File: src/rtl/srt_div_ctrl_pkg.sv
// srt_div_pkg: shared types and constants for the radix-4 SRT divider controller.
//   state_e          controller state encoding
//   DIG_N3..DIG_P3   bit index of each quotient digit (-3..+3) in one-hot digit vectors
//   DIG_ZERO_ONEHOT  one-hot encoding of digit 0, the idle/safe multiple select
//   ITERS_DEFAULT    default quotient digits per division
package srt_div_pkg;

  typedef enum logic [2:0] {
    S_IDLE,
    S_LOAD,
    S_ITER,
    S_CONV,
    S_DONE
  } state_e;

  localparam int DIG_N3 = 0;
  localparam int DIG_N2 = 1;
  localparam int DIG_N1 = 2;
  localparam int DIG_0  = 3;
  localparam int DIG_P1 = 4;
  localparam int DIG_P2 = 5;
  localparam int DIG_P3 = 6;
  localparam int DIG_W  = DIG_P3 - DIG_N3 + 1;

  localparam logic [DIG_W-1:0] DIG_ZERO_ONEHOT = DIG_W'(1 << DIG_0);

  localparam int ITERS_DEFAULT = 27;

  // Exactly one bit set; zero and multi-hot both fail.
  function automatic logic is_onehot(input logic [DIG_W-1:0] v);
    return (v != '0) && ((v & (v - DIG_W'(1))) == '0);
  endfunction

endpackage

File: src/rtl/srt_div_ctrl_if.sv
// srt_div_ctrl_if: handshake / control bundle between the divider controller and its
// environment.
//   slave  : controller view (start, divisor_zero, abort, dig_sel, out_ready in;
//            busy, ld_op, pr_en, qi_en, mul_sel, conv_en, iter_cnt, done, dz_flag, sel_err out)
//   master : environment view (directions mirrored)
interface srt_div_ctrl_if #(
  parameter int CW = 6
);
  logic          start;
  logic          divisor_zero;
  logic          abort;
  logic [6:0]    dig_sel;
  logic          out_ready;

  logic          busy;
  logic          ld_op;
  logic          pr_en;
  logic          qi_en;
  logic [6:0]    mul_sel;
  logic          conv_en;
  logic [CW-1:0] iter_cnt;
  logic          done;
  logic          dz_flag;
  logic          sel_err;

  modport slave (
    input  start, divisor_zero, abort, dig_sel, out_ready,
    output busy, ld_op, pr_en, qi_en, mul_sel, conv_en, iter_cnt, done, dz_flag, sel_err
  );

  modport master (
    output start, divisor_zero, abort, dig_sel, out_ready,
    input  busy, ld_op, pr_en, qi_en, mul_sel, conv_en, iter_cnt, done, dz_flag, sel_err
  );
endinterface

File: src/rtl/srt_iter_counter.sv
// srt_iter_counter: iteration counter for the SRT divider.
//   clk, n_rst : clock, async active-low reset
//   clr        : synchronous clear (wins over en)
//   en         : count up by one
//   cnt        : completed iterations
//   term       : cnt is at ITERS-1, i.e. the current iteration is the last one
module srt_iter_counter #(
  parameter int CW    = 6,
  parameter int ITERS = 27
) (
  input  logic          clk,
  input  logic          n_rst,
  input  logic          clr,
  input  logic          en,
  output logic [CW-1:0] cnt,
  output logic          term
);

  always_ff @(posedge clk or negedge n_rst) begin
    if (!n_rst)   cnt <= '0;
    else if (clr) cnt <= '0;
    else if (en)  cnt <= cnt + CW'(1);
  end

  assign term = (cnt == CW'(ITERS - 1));

endmodule

File: src/rtl/srt_div_ctrl.sv
// srt_div_ctrl: sequencing controller for the radix-4 SRT mantissa divider.
// Runs LOAD -> ITER x ITERS -> CONV -> DONE with a start/done handshake; a zero
// divisor short-cuts LOAD -> DONE. abort returns to IDLE from any busy state.
//   clk, n_rst : clock, async active-low reset
//   bus        : srt_div_ctrl_if.slave (see interface for signal list)
// Control strobes are flops loaded from the next-state value, so they line up
// exactly with the state they decode. mul_sel is the one combinational output:
// the selected digit is forwarded in the same cycle it is produced.
module srt_div_ctrl
  import srt_div_pkg::*;
#(
  parameter int ITERS = ITERS_DEFAULT,
  parameter int CW    = 6
) (
  input  logic          clk,
  input  logic          n_rst,
  srt_div_ctrl_if.slave bus
);

  state_e        state, nxt;
  logic          dz_r, se_r;
  logic          busy_r, ld_r, iter_r, conv_r, done_r;
  logic [CW-1:0] cnt;
  logic          term;
  logic          dig_ok;

  assign dig_ok = is_onehot(bus.dig_sel);

  always_comb begin
    nxt = state;
    unique case (state)
      S_IDLE:  if (bus.start) nxt = S_LOAD;
      S_LOAD:  nxt = bus.divisor_zero ? S_DONE : S_ITER;
      S_ITER:  if (term) nxt = S_CONV;
      S_CONV:  nxt = S_DONE;
      S_DONE:  if (bus.out_ready) nxt = S_IDLE;
      default: nxt = S_IDLE;
    endcase
    // Abort overrides every other transition, including the DONE handshake.
    if (state != S_IDLE && bus.abort) nxt = S_IDLE;
  end

  always_ff @(posedge clk or negedge n_rst) begin
    if (!n_rst) begin
      state  <= S_IDLE;
      busy_r <= 1'b0;
      ld_r   <= 1'b0;
      iter_r <= 1'b0;
      conv_r <= 1'b0;
      done_r <= 1'b0;
      dz_r   <= 1'b0;
      se_r   <= 1'b0;
    end else begin
      state  <= nxt;
      busy_r <= (nxt != S_IDLE);
      ld_r   <= (nxt == S_LOAD);
      iter_r <= (nxt == S_ITER);
      conv_r <= (nxt == S_CONV);
      done_r <= (nxt == S_DONE);
      if (state == S_IDLE && bus.start) begin
        dz_r <= 1'b0;
        se_r <= 1'b0;
      end
      if (state == S_LOAD && bus.divisor_zero && !bus.abort) dz_r <= 1'b1;
      if (state == S_ITER && !dig_ok) se_r <= 1'b1;
    end
  end

  // Counter reads 0 in IDLE and LOAD, counts every ITER cycle and then holds
  // through CONV/DONE so the completed count is visible alongside done.
  srt_iter_counter #(.CW(CW), .ITERS(ITERS)) u_cnt (
    .clk   (clk),
    .n_rst (n_rst),
    .clr   ((nxt == S_IDLE) || (nxt == S_LOAD)),
    .en    (state == S_ITER),
    .cnt   (cnt),
    .term  (term)
  );

  assign bus.busy     = busy_r;
  assign bus.ld_op    = ld_r;
  assign bus.pr_en    = iter_r;
  assign bus.qi_en    = iter_r;
  assign bus.conv_en  = conv_r;
  assign bus.done     = done_r;
  assign bus.iter_cnt = cnt;
  // Flags may be left stale by an abort; masking with busy keeps IDLE clean.
  assign bus.dz_flag  = dz_r & busy_r;
  assign bus.sel_err  = se_r & busy_r;
  // Malformed selections degrade to digit 0 so the multiple mux never sees
  // a multi-hot or empty select.
  assign bus.mul_sel  = (state == S_ITER && dig_ok) ? bus.dig_sel : DIG_ZERO_ONEHOT;

endmodule

File: src/flat_wrapper.sv
// flat-port wrapper written by rule: the top's interface ports become plain ports
module srt_div_ctrl_flat import srt_div_pkg::*;
#(
  parameter int ITERS = ITERS_DEFAULT,
  parameter int CW    = 6
)
  (clk, n_rst, bus_start, bus_divisor_zero, bus_abort, bus_dig_sel, bus_out_ready, bus_busy, bus_ld_op, bus_pr_en, bus_qi_en, bus_mul_sel, bus_conv_en, bus_iter_cnt, bus_done, bus_dz_flag, bus_sel_err);
  srt_div_ctrl_if #(.CW(CW)) bus_i ();
  input  logic clk;
  input  logic n_rst;
  input wire logic [$bits(bus_i.start)-1:0] bus_start;
  input wire logic [$bits(bus_i.divisor_zero)-1:0] bus_divisor_zero;
  input wire logic [$bits(bus_i.abort)-1:0] bus_abort;
  input wire logic [$bits(bus_i.dig_sel)-1:0] bus_dig_sel;
  input wire logic [$bits(bus_i.out_ready)-1:0] bus_out_ready;
  output wire logic [$bits(bus_i.busy)-1:0] bus_busy;
  output wire logic [$bits(bus_i.ld_op)-1:0] bus_ld_op;
  output wire logic [$bits(bus_i.pr_en)-1:0] bus_pr_en;
  output wire logic [$bits(bus_i.qi_en)-1:0] bus_qi_en;
  output wire logic [$bits(bus_i.mul_sel)-1:0] bus_mul_sel;
  output wire logic [$bits(bus_i.conv_en)-1:0] bus_conv_en;
  output wire logic [$bits(bus_i.iter_cnt)-1:0] bus_iter_cnt;
  output wire logic [$bits(bus_i.done)-1:0] bus_done;
  output wire logic [$bits(bus_i.dz_flag)-1:0] bus_dz_flag;
  output wire logic [$bits(bus_i.sel_err)-1:0] bus_sel_err;
  assign bus_i.start = bus_start;
  assign bus_i.divisor_zero = bus_divisor_zero;
  assign bus_i.abort = bus_abort;
  assign bus_i.dig_sel = bus_dig_sel;
  assign bus_i.out_ready = bus_out_ready;
  assign bus_busy = bus_i.busy;
  assign bus_ld_op = bus_i.ld_op;
  assign bus_pr_en = bus_i.pr_en;
  assign bus_qi_en = bus_i.qi_en;
  assign bus_mul_sel = bus_i.mul_sel;
  assign bus_conv_en = bus_i.conv_en;
  assign bus_iter_cnt = bus_i.iter_cnt;
  assign bus_done = bus_i.done;
  assign bus_dz_flag = bus_i.dz_flag;
  assign bus_sel_err = bus_i.sel_err;
  srt_div_ctrl #(.ITERS(ITERS), .CW(CW)) u_core (.clk(clk), .n_rst(n_rst), .bus(bus_i));
endmodule
File: config.mk
export PLATFORM = sky130hd
export DESIGN_NAME = srt_div_ctrl_flat
export DESIGN_NICKNAME = d
export VERILOG_FILES = /design/src/rtl/srt_div_ctrl_pkg.sv /design/src/rtl/srt_div_ctrl_if.sv /design/src/rtl/srt_iter_counter.sv /design/src/rtl/srt_div_ctrl.sv /design/src/flat_wrapper.sv
export SDC_FILE = /design/constraint.sdc
export NUM_CORES = 1
export LEC_CHECK = 0
export ABC_AREA = 1
export BUFFER_PORTS_ARGS = -buffer_cell sky130_fd_sc_hd__buf_2
export CORE_UTILIZATION = 43
export DETAILED_ROUTE_END_ITERATION = 6
export PLACE_DENSITY_LB_ADDON = 0.08
export SLEW_MARGIN = 20
export SYNTH_ARGS = -nofsm -noshare
export SYNTH_HDL_FRONTEND = slang
export SYNTH_SLANG_ARGS = --single-unit
File: constraint.sdc
create_clock -name clk -period 1.3 [get_ports clk]
set_input_delay 0.13 -clock clk [delete_from_list [all_inputs] [get_ports clk]]
set_output_delay 0.13 -clock clk [all_outputs]
set_load 0.01 [all_outputs]
==> run metrics, run 1 <==
crit path launch u_core.state[2]$_DFF_PN0_; worst endpoint required time about 1.2 ns; met1 GRT Util 20.6%; GR Util met2 between 20% and 30%; # H-tree levels 1; max incr delay on CP 0.40 ns; initial antenna violation count 0; DRC 0; status finished with violations; largest net degree at the start of global routing 17; vias in the first global route 682; pwr dens 1620 nW/um^2; Synth Instances roughly 130; Cell Area, Synth 903 um^2; die width 47.8 um; CP Class flip-flop to primary output; commonest cells in the netlist 33 x nand2_1, 25 x inv_1, 20 x nor2_1, 16 x dfrtp_1, 7 x nand3_1; Num Clock Sinks 16; Syn Area/Cell slightly above 7 um^2; DIE HEIGHT 47.8 um; n_diodes 0; routed len/inst 9.49 um; Synth top area share 44.3%; final RePlAce weighted congestion 0.797; Seq cells post-synth 16; dpl hpwl 1440 um; layout cells sized above 1 33.1%; Post-DRT Antenna Nets 0; top-count cell post-synth nand2_1; FP Rows 16; Synth Net Count 140; Clock transition at path regs approximately 0.1 ns; failing checks setup timing; Sequential Area ~400 um^2; Lkg Pwr 0.740 nW; GRT busiest layer met2; met3 capacity usage during global routing 4.53%; Final Worst Setup Slack -0.0768 ns; reg-to-reg startpoint u_core.state[1]$_DFF_PN0_; Global Route Usage Sum between 10% and 20%; first-pass GRT wire length 2680 um; crit-path cells inv_2 > nand3_2 > inv_2 > nand3_4 > nor2_1 > buf_2; # setup viols final 7; sw frac around two fifths; Worst Skew 0.0113 ns; clock buffer depth 2; First-pass DRT Iterations 4; Fin Hold WS 0.0433 ns; dominant synthesized flop cell dfrtp_1; CP dominant cell by count inv_2; Int Power approximately 0.0012 W; worst slew pin tran about 0.35 ns; slowest stage cell, crit path dfrtp_1; worst skew pair latency 0.30 ns; Pwr Total 0.00195 W; Rel. slew slack around three quarters; Max Fclk a little over 700 MHz; Finished Layout Cells 196; critical path arrival 1.25 ns; Clk pwr share about 17%; fillcell total around 210; min Tclk post-route 1.38 ns; DRT iter0 DRCs 10; Area contributors post-synth dfrtp_1 44%, nand2_1 14%, inv_1 10%, nor2_1 8.3%, nand3_1 3.9%; Hold Crit Class primary input to flip-flop; Max Cap Viol 0; synth warn 0; CTS tree built; gr ovfl total 0; Cells after DPL 189; I/O pin count 34; Initial Utilization 46.0%; Flop pwr share 36.9%; setup slack, reg-to-reg 0.01 ns; Vias/cell ~4.5; Setup WS pre-CTS 0.00962 ns; reg2reg path depth 7; Hold Violations, Final 0; crit path launch type flip-flop; FF-to-FF End u_core.u_cnt.cnt[0]$_DFFE_PN0P_; crit path to bus_mul_sel[1]; Post-synth EDFFs 0; area of the multi-input gates 410 um^2; crit end category primary output; final slew viol count 0; Clock Tree Root clkbuf_4; Post-synth ARST share 100%; RSZ-0062 raised after global routing true; sequential cell area fraction in the yosys report approximately 44%; Synth cell types 20; Synth-to-Final Area Change 33.5%; P_sw 0.000798 W; CTS Buf Count 3; Tcrit/Tclk final 106%; total die area 2290 um^2; via count 877; final wirelength 1860 um; core area 1960 um^2; worst-path maximum fanout 6; Synth area leader dfrtp_1; Net count, final 185; Comb pwr share between 40% and 50%; port bufs 33; worst vdd ir 0.00110 V
-- cell usage in the layout, fill, tap and decap left out, types with 2 or more instances in the layout --
| cell type | count |
|---|---|
| nor2_1 | 20 |
| o21ai_0 | 2 |
| a21oi_1 | 2 |
| buf_4 | 7 |
| inv_2 | 4 |
| inv_1 | 22 |
| nor2_2 | 2 |
| nand2_1 | 33 |
| xor2_1 | 3 |
| nand3_1 | 7 |
| nand4_1 | 3 |
| buf_2 | 33 |
| ha_1 | 2 |
| dfrtp_1 | 16 |
| clkbuf_4 | 3 |
-- flip-flops by register name (all words and copies together) (netlist names) --
register	flops
u_core.state	3
u_core.dz_r	1
u_core.bus.done	1
u_core.bus.busy	1
u_core.se_r	1
u_core.bus.pr_en	1
u_core.bus.ld_op	1
u_core.bus.conv_en	1
u_core.u_cnt.cnt	6
-- power by group through the flow --
stage	Sequential, W	Combinational [W]	Clock, W
3_5_place_dp	0.000725	0.000838	0
5_1_grt	0.000735	0.00102	0.000367
4_1_cts	0.000721	0.000903	0.000345
2_1_floorplan	0.000757	0.000494	0
3_3_place_gp	0.000720	0.000827	0
6_report	0.000718	0.000892	0.000339
-- layer usage --
layer / vias up / share of wire (%)
met4: 0 / 1.3
met3: 4 / 5.4
met1: 383 / 45
met5: - / 0
li1: 465 / -
met2: 25 / 48
-- metrics by stage --
stage	setup TNS, ns	utilization [%]	cell area (um^2)
2_1_floorplan	0	-	903
3_3_place_gp	0	57.7	1130
3_5_place_dp	0	57.7	1130
4_1_cts	-0.603	61.5	1210
5_1_grt	-1.68	61.5	1210
6_report	-0.449	61.5	1210
-- worst max-delay path: cells and delay by family (launching register included) --
| family | cells | cell delay [ns] |
|---|---|---|
| buf+inv | 3 | 0.29 |
| flops | 1 | 0.40 |
| simple gates | 3 | 0.26 |
-- logic make-up (layout without fill, tap and decap cells) --
group	after synthesis	count (layout)	synth area share (%)
fa+ha+maj	2	2	2.77
buf+inv	27	71	11.6
xor+xnor	4	4	3.88
flops	16	16	44.3
simple gates	70	70	33.5
compound gates	6	6	3.88
-- worst min-delay path by stage --
stage / startpoint / endpoint / cells after the start
floorplan: n_rst / u_core.bus.busy$_DFF_PN0_ / 0
global placement: n_rst / u_core.bus.busy$_DFF_PN0_ / 1
detailed placement: n_rst / u_core.bus.ld_op$_DFF_PN0_ / 1
CTS: bus_abort / u_core.dz_r$_DFFE_PN0P_ / 2
global route: bus_abort / u_core.dz_r$_DFFE_PN0P_ / 2
finish: bus_abort / u_core.dz_r$_DFFE_PN0P_ / 2
-- final cells by class --
class / instances / area share, %
Clock buffer: 4 / 3.01
Multi-Input combinational cell: 82 / 34.0
Inverter: 26 / 8.09
Timing Repair Buffer: 41 / 18.9
Sequential cell: 16 / 33.2
Tap cell: 27 / 2.80
-- timing repair --
action | CTS | global route
setup endpoints to repair | 9 | 15
pin swaps | 2 | 0
resized for setup | 5 | 0
setup buffers | 2 | 0
hold endpoints to repair | 16 | 0
hold buffers | 1 | 0
(Power assumes the default switching activity.)
==> run 2: changes to the inputs <==
- SYNTH_HIERARCHICAL: not set -> 1
==> run 2 against run 1 <==
  * Critical endpoint is now u_core/bus.busy$_DFF_PN0_
  * First-iteration DRC count increased to 3.8 times the previous value
  * Worst setup slack got worse by 0.48 ns
  * Sequential cell count unchanged
  * The flow still finishes with violations (setup timing)
  * Largest cell class unchanged
  * Critical path type is now flip-flop to flip-flop
==> run metrics, run 2 <==
crit-path cells ha_4 > nand3_4 > nor3_4 > nand4_1 > nand2_2 > nand2_4 > nand3_4 > buf_4 > buf_6 > buf_6 > buf_6 > buf_6 > buf_6; Synth Instances 129 (+3.2%); DIE HEIGHT 48.9 um (+2.2%); core area 2020 um^2 (+3.1%); Pwr Total 0.00332 W (+70%); crit end category flip-flop; largest net degree at the start of global routing 17 (unchanged); Syn Area/Cell 7.32 um^2 (+1.3%); met3 WL post-DR 152 um (+50%); CP dominant cell by count buf_6; layout cells sized above 1 52.3% (+19 points); most common cell after layout, fill and taps aside buf_2; worst vdd ir 0.00191 V (+74%); clock buffer depth 2 (unchanged); final RePlAce weighted congestion 0.884 (+11%); most frequent cells in the layout 33 x buf_2, 28 x nand2_1, 24 x buf_4, 20 x inv_1, 15 x dfrtp_1; Rel. slew slack 75.7% (-0.68 points); crit path launch type flip-flop; CP Buf/Inv Count 6 (+3); Area contributors post-synth dfrtp_1 42%, nand2_1 13%, inv_1 9.1%, nand3_1 5.3%, nor2_1 4.8%; DRT iter0 DRCs 38 (+28); gr ovfl total 0 (unchanged); Synth area leader dfrtp_1; max FFs per register 6 (unchanged); vias in the first global route 997 (+46%); port bufs 33 (unchanged); highest routed layer met4; worst slew pin tran 0.364 ns (+0.0102 ns); Seq cells post-synth 16 (unchanged); dpl hpwl 1710 um (+18%); met1 WL 1190 um (+41%); Post-DRT Antenna Nets 0 (unchanged); max incr delay on CP 0.43 ns (+0.03 ns); # H-tree levels 1 (unchanged); dominant synthesized flop cell dfrtp_1; Net count, final 213 (+15%); I/O pin count 34 (unchanged); CTS tree built; Worst Skew 0.00841 ns (-0.00286 ns); initial antenna violation count 0 (unchanged); final slew viol count 0 (unchanged); RSZ-0062 raised after global routing true; Hold Crit Class primary input to flip-flop; Vias/cell 5.02 (+12%); min Tclk post-route 1.86 ns (+0.480 ns); synth warn 6 (+6); sequential cell area fraction in the yosys report 42.4% (-1.9 points); Initial Utilization 46.7% (+0.67 points); length of routed met2 wiring 1550 um (+73%); Synth Net Count 144 (+2.9%); Clock transition at path regs 0.11 ns (about the same); slowest stage cell, crit path dfrtp_1; pwr dens 2150 nW/um^2 (+33%); Top Registers u_core/u_cnt/cnt (6), u_core/state (3); Max Cap Viol 0 (unchanged); n_diodes 0 (unchanged); Lkg Pwr 0.887 nW (+20%); final wirelength 3050 um (+64%); via count 1125 (+28%); setup_tns -6.22 ns (-5.77 ns); Final Worst Setup Slack -0.557 ns (-0.480 ns); worst endpoint required time 1.51 ns (+0.34 ns); Global Route Usage Sum 23.5% (+5.9 points); CP delay by family, top buffers and inverters; status finished with violations; CP Class flip-flop to flip-flop; Tcrit/Tclk final 143% (+37 points); worst skew pair latency 0.30 ns (about the same); Synth top area share 42.4% (-1.9 points); Synth cell types 20 (unchanged); top-count cell post-synth nand2_1; Biggest register u_core/u_cnt/cnt; commonest cells in the netlist 32 x nand2_1, 23 x inv_1, 16 x dfrtp_1, 12 x nor2_1, 10 x nand3_1; Clock Tree Root clkbuf_4; CTS Buf Count 3 (unchanged); worst-path maximum fanout 2 (-4); die width 48.9 um (+2.2%); failing checks setup timing; Post-synth ARST share 100% (unchanged); # setup viols final 18 (+11); total die area 2390 um^2 (+4.4%); Synth-to-Final Area Change 63.4%; FP Rows 16 (unchanged); routed len/inst 13.6 um (+43%); Num Clock Sinks 16 (unchanged); First-pass DRT Iterations 4 (unchanged); DRC 0 (unchanged); critical path arrival 2.07 ns (+0.82 ns); Hold Violations, Final 0 (unchanged); Max Fclk 539 MHz (-26%); Cell Area, Synth 945 um^2 (+4.6%); Post-synth EDFFs 0 (unchanged); first-pass GRT wire length 4250 um (+58%)
## run 2: cell types whose count changed in the layout (fill, tap and decap cells not counted), sizes merged, moves of 2 or more
cell / before / now
buf: 40 / 64
nand3: 9 / 13
nand4: 3 / 7
nor2: 22 / 18
o21ai: 2 / 4
xor2: 3 / 0
## run 2: power breakdown
part           switching [W]  leakage, nW  internal (W)
clock               0.000175       0.0210      0.000171
sequential         0.0000904        0.214      0.000652
combinational        0.00113        0.653       0.00110
total                0.00140        0.887       0.00192
## run 2: final timing paths
| check | startpoint | to | slack, ns | cells past startpoint |
|---|---|---|---|---|
| max reg2reg | u_core/u_cnt/cnt[1]$_DFFE_PN0P_ | u_core/bus.busy$_DFF_PN0_ | -0.56 | 13 |
| min in group asynchronous | n_rst | u_core/bus.ld_op$_DFF_PN0_ | 0.26 | 2 |
| min reg2reg | u_core/dz_r$_DFFE_PN0P_ | u_core/dz_r$_DFFE_PN0P_ | 0.50 | 2 |
| max | u_core/u_cnt/cnt[1]$_DFFE_PN0P_ | u_core/bus.busy$_DFF_PN0_ | -0.56 | 13 |
| max in group asynchronous | n_rst | u_core/u_cnt/cnt[0]$_DFFE_PN0P_ | 0.74 | 2 |
| min | bus_abort | u_core/dz_r$_DFFE_PN0P_ | 0.04 | 2 |
## run 2: cell families after synthesis
group                      synth area share (%)
buffers and inverters                      12.1
DFF                                        42.4
adders and majority gates                  2.65
and+or+nand+nor                            38.4
AOI/OAI and AO/OA                          4.50
## run 2: per-stage QoR
step / hold WS (ns) / instance area, um^2 / setup WS [ns] / util (%) / cells
after global routing: 0.0401 / 1540 / -0.624 / 76.4 / 224
final: 0.0365 / 1540 / -0.557 / 76.4 / 224
after global placement: 0.0676 / 1270 / -0.350 / 62.7 / 204
after CTS: 0.0280 / 1400 / -0.436 / 69.1 / 215
after detailed placement: 0.0708 / 1270 / -0.430 / 62.7 / 204
after floorplan: -0.166 / 956 / -0.377 / - / 129
## run 2: area by class of cell
type / instances / area (um^2)
Timing Repair Buffer: 65 / 434
Tap cell: 27 / 33.8
Sequential cell: 16 / 402
Multi-Input combinational cell: 84 / 532
Clock buffer: 4 / 36.3
Inverter: 28 / 106
Fill cell: 134 / 478
## run 2: worst register-to-register path, delay by kind of cell (launching register included)
kind                       cells  cell delay, ns
and+or+nand+nor                6            0.47
buffers and inverters          6            0.66
DFF                            1            0.43
adders and majority gates      1            0.19
## run 2: repair_timing
item	in CTS	in global routing
hold endpoints to repair	16	0
hold buffers	1	0
resized for setup	10	21
endpoints found under the setup margin	15	18
cloned	0	0
pin swaps	10	6
buffers inserted	6	9
## run 2: metal layers
metal | GRT usage [%] | up-vias
li1 | - | 537
met1 | 27.7 | 525
met2 | 41.4 | 49
met3 | 3.74 | 14
met4 | 10.8 | 0
met5 | 0 | -
==> run 3: changes to the inputs <==
- CORE_MARGIN: not set -> 4
==> run 3 against run 2 <==
  * Largest cell class unchanged
  * Sequential power up 1%
  * Clock-buffer cell count unchanged
  * Design area down 5.6%
  * The run still ends with setup timing left
  * Global-route usage down 4.9 points
  * Clock power down 21%
==> run metrics, run 3 (synthesis results as in run 2) <==
max incr delay on CP 0.43 ns (about the same); Top Registers u_core/u_cnt/cnt (6), u_core/state (3); # setup viols final 16 (-2); CP dominant cell by count nand2_1; Synth-to-Final Area Change 54.3%; min Tclk post-route 1.83 ns (-0.0309 ns); dpl hpwl 1710 um (about the same); DRC 0 (unchanged); Clock Tree Root clkbuf_4; n_diodes 0 (unchanged); most frequent cells in the layout 33 x buf_2, 30 x nand2_1, 26 x buf_4, 20 x inv_1, 15 x dfrtp_1; Tcrit/Tclk final 140% (-2.4 points); failing checks setup timing; core area 2020 um^2 (unchanged); Max Fclk 548 MHz (+1.7%); Lkg Pwr 0.847 nW (-4.6%); reg2reg path depth 14 (+1); layout cells sized above 1 50.8% (-1.5 points); worst-path maximum fanout 3 (+1); Post-DRT Antenna Nets 0 (unchanged); clock buffer depth 2 (unchanged); most common cell after layout, fill and taps aside buf_2; final slew viol count 0 (unchanged); crit path launch type flip-flop; worst endpoint required time 1.51 ns (about the same); slowest stage cell, crit path dfrtp_2; total die area 3010 um^2 (+26%); largest net degree at the start of global routing 17 (unchanged); Placed Instance Area 1270 um^2 (unchanged); gr ovfl total 0 (unchanged); final wirelength 2690 um (-12%); Fin Hold WS 0.0388 ns (+0.00226 ns); DRT iter0 DRCs 31 (-18%); RSZ-0062 raised after global routing true; Max Cap Viol 0 (unchanged); setup_tns -5.79 ns (+0.436 ns); final RePlAce weighted congestion 0.839 (-5.0%); Net count, final 209 (-1.9%); FP Rows 16 (unchanged); worst vdd ir 0.00142 V (-26%); initial antenna violation count 0 (unchanged); Rel. slew slack 75.1% (-0.63 points); I/O pin count 34 (unchanged); worst slew pin tran 0.374 ns (+0.00952 ns); hold path cells 2 (unchanged); crit-path cells inv_2 > ha_4 > nand3_2 > nor3_2 > nand4_1 > nand2_1 > nand2_2 > nand3_4 > nand2_4 > nor2_4 > buf_4 > buf_6 > nand2_1 > o21ai_0; die width 54.9 um (+12%); via count 1093 (-2.8%); Initial Utilization 46.7% (unchanged); Post-Layout Inst Area 1460 um^2 (-5.6%); worst skew pair latency 0.29 ns (about the same); crit end category flip-flop; Worst Skew 0.00716 ns (-0.00125 ns); CTS Buf Count 3 (unchanged); CP Class flip-flop to flip-flop; critical path arrival 2.04 ns (-0.03 ns); # H-tree levels 1 (unchanged); First-pass DRT Iterations 5 (+1); port bufs 33 (unchanged); Biggest register u_core/u_cnt/cnt; Hold Violations, Final 0 (unchanged); Global Route Usage Sum 18.6% (-4.9 points); Vias/cell 4.97 (-1.1%); Num Clock Sinks 16 (unchanged); Clock transition at path regs 0.09 ns (-0.02 ns); CTS tree built; max FFs per register 6 (unchanged); routed len/inst 12.2 um (-10%); DIE HEIGHT 54.9 um (+12%); Hold Crit Class primary input to flip-flop; Setup WS pre-CTS -0.448 ns (-0.0182 ns); post-layout util 72.1% (-4.3 points); first-pass GRT wire length 3930 um (-7.6%); vias in the first global route 973 (-2.4%); pwr dens 1890 nW/um^2 (-12%); Final Worst Setup Slack -0.526 ns (+0.0309 ns); status finished with violations
run 3: timing repair:
item,CTS,global route
endpoints found under the setup margin,16,17
gates resized for setup,9,12
pin swaps,3,0
buffers inserted,8,3
hold endpoints to repair,16,0
hold buffers,1,0
run 3: through the flow:
stage          std cells  total power (W)
5_1_grt              220          0.00296
4_1_cts              217          0.00246
3_5_place_dp         204          0.00192
6_report             220          0.00275
3_3_place_gp         204          0.00191
2_1_floorplan        129          0.00146
run 3: final timing paths:
check | startpoint | endpoint | slack [ns]
max | u_core/u_cnt/cnt[0]$_DFFE_PN0P_ | u_core/u_cnt/cnt[1]$_DFFE_PN0P_ | -0.53
min | bus_abort | u_core/dz_r$_DFFE_PN0P_ | 0.04
max reg2reg | u_core/u_cnt/cnt[0]$_DFFE_PN0P_ | u_core/u_cnt/cnt[1]$_DFFE_PN0P_ | -0.53
min reg2reg | u_core/se_r$_DFFE_PN0P_ | u_core/se_r$_DFFE_PN0P_ | 0.49
max in group asynchronous | n_rst | u_core/u_cnt/cnt[0]$_DFFE_PN0P_ | 0.72
min in group asynchronous | n_rst | u_core/u_cnt/cnt[3]$_DFFE_PN0P_ | 0.29
run 3: worst max-delay path: cells and delay by family, from the launching register on:
family	cells	cell delay (ns)
DFF	1	0.43
and+or+nand+nor	9	0.83
AOI/OAI and AO/OA	1	0.06
buffers and inverters	3	0.31
adders and majority gates	1	0.13
run 3: cell type report:
type | count | area (um^2)
clock buffer | 4 | 26.3
fill | 169 | 564
inverter | 28 | 106
multi-input combinational | 84 | 508
sequential | 16 | 402
tap | 27 | 33.8
timing repair buffer | 61 | 382
run 3: where the power goes:
| part | switching [W] | internal (W) |
|---|---|---|
| combinational | 0.000923 | 0.000797 |
| clock | 0.000156 | 0.000119 |
| sequential | 0.000101 | 0.000652 |
| total | 0.00118 | 0.00157 |
run 3: metal layers:
layer	up-vias	GRT usage (%)	share of wire, %	routed length [um]
met4	0	9.13	1.2	32
met5	-	0	0	0
met3	5	4.90	6.4	172
met2	41	32.5	52	1400
met1	521	20.5	40	1090
li1	526	-	-	-
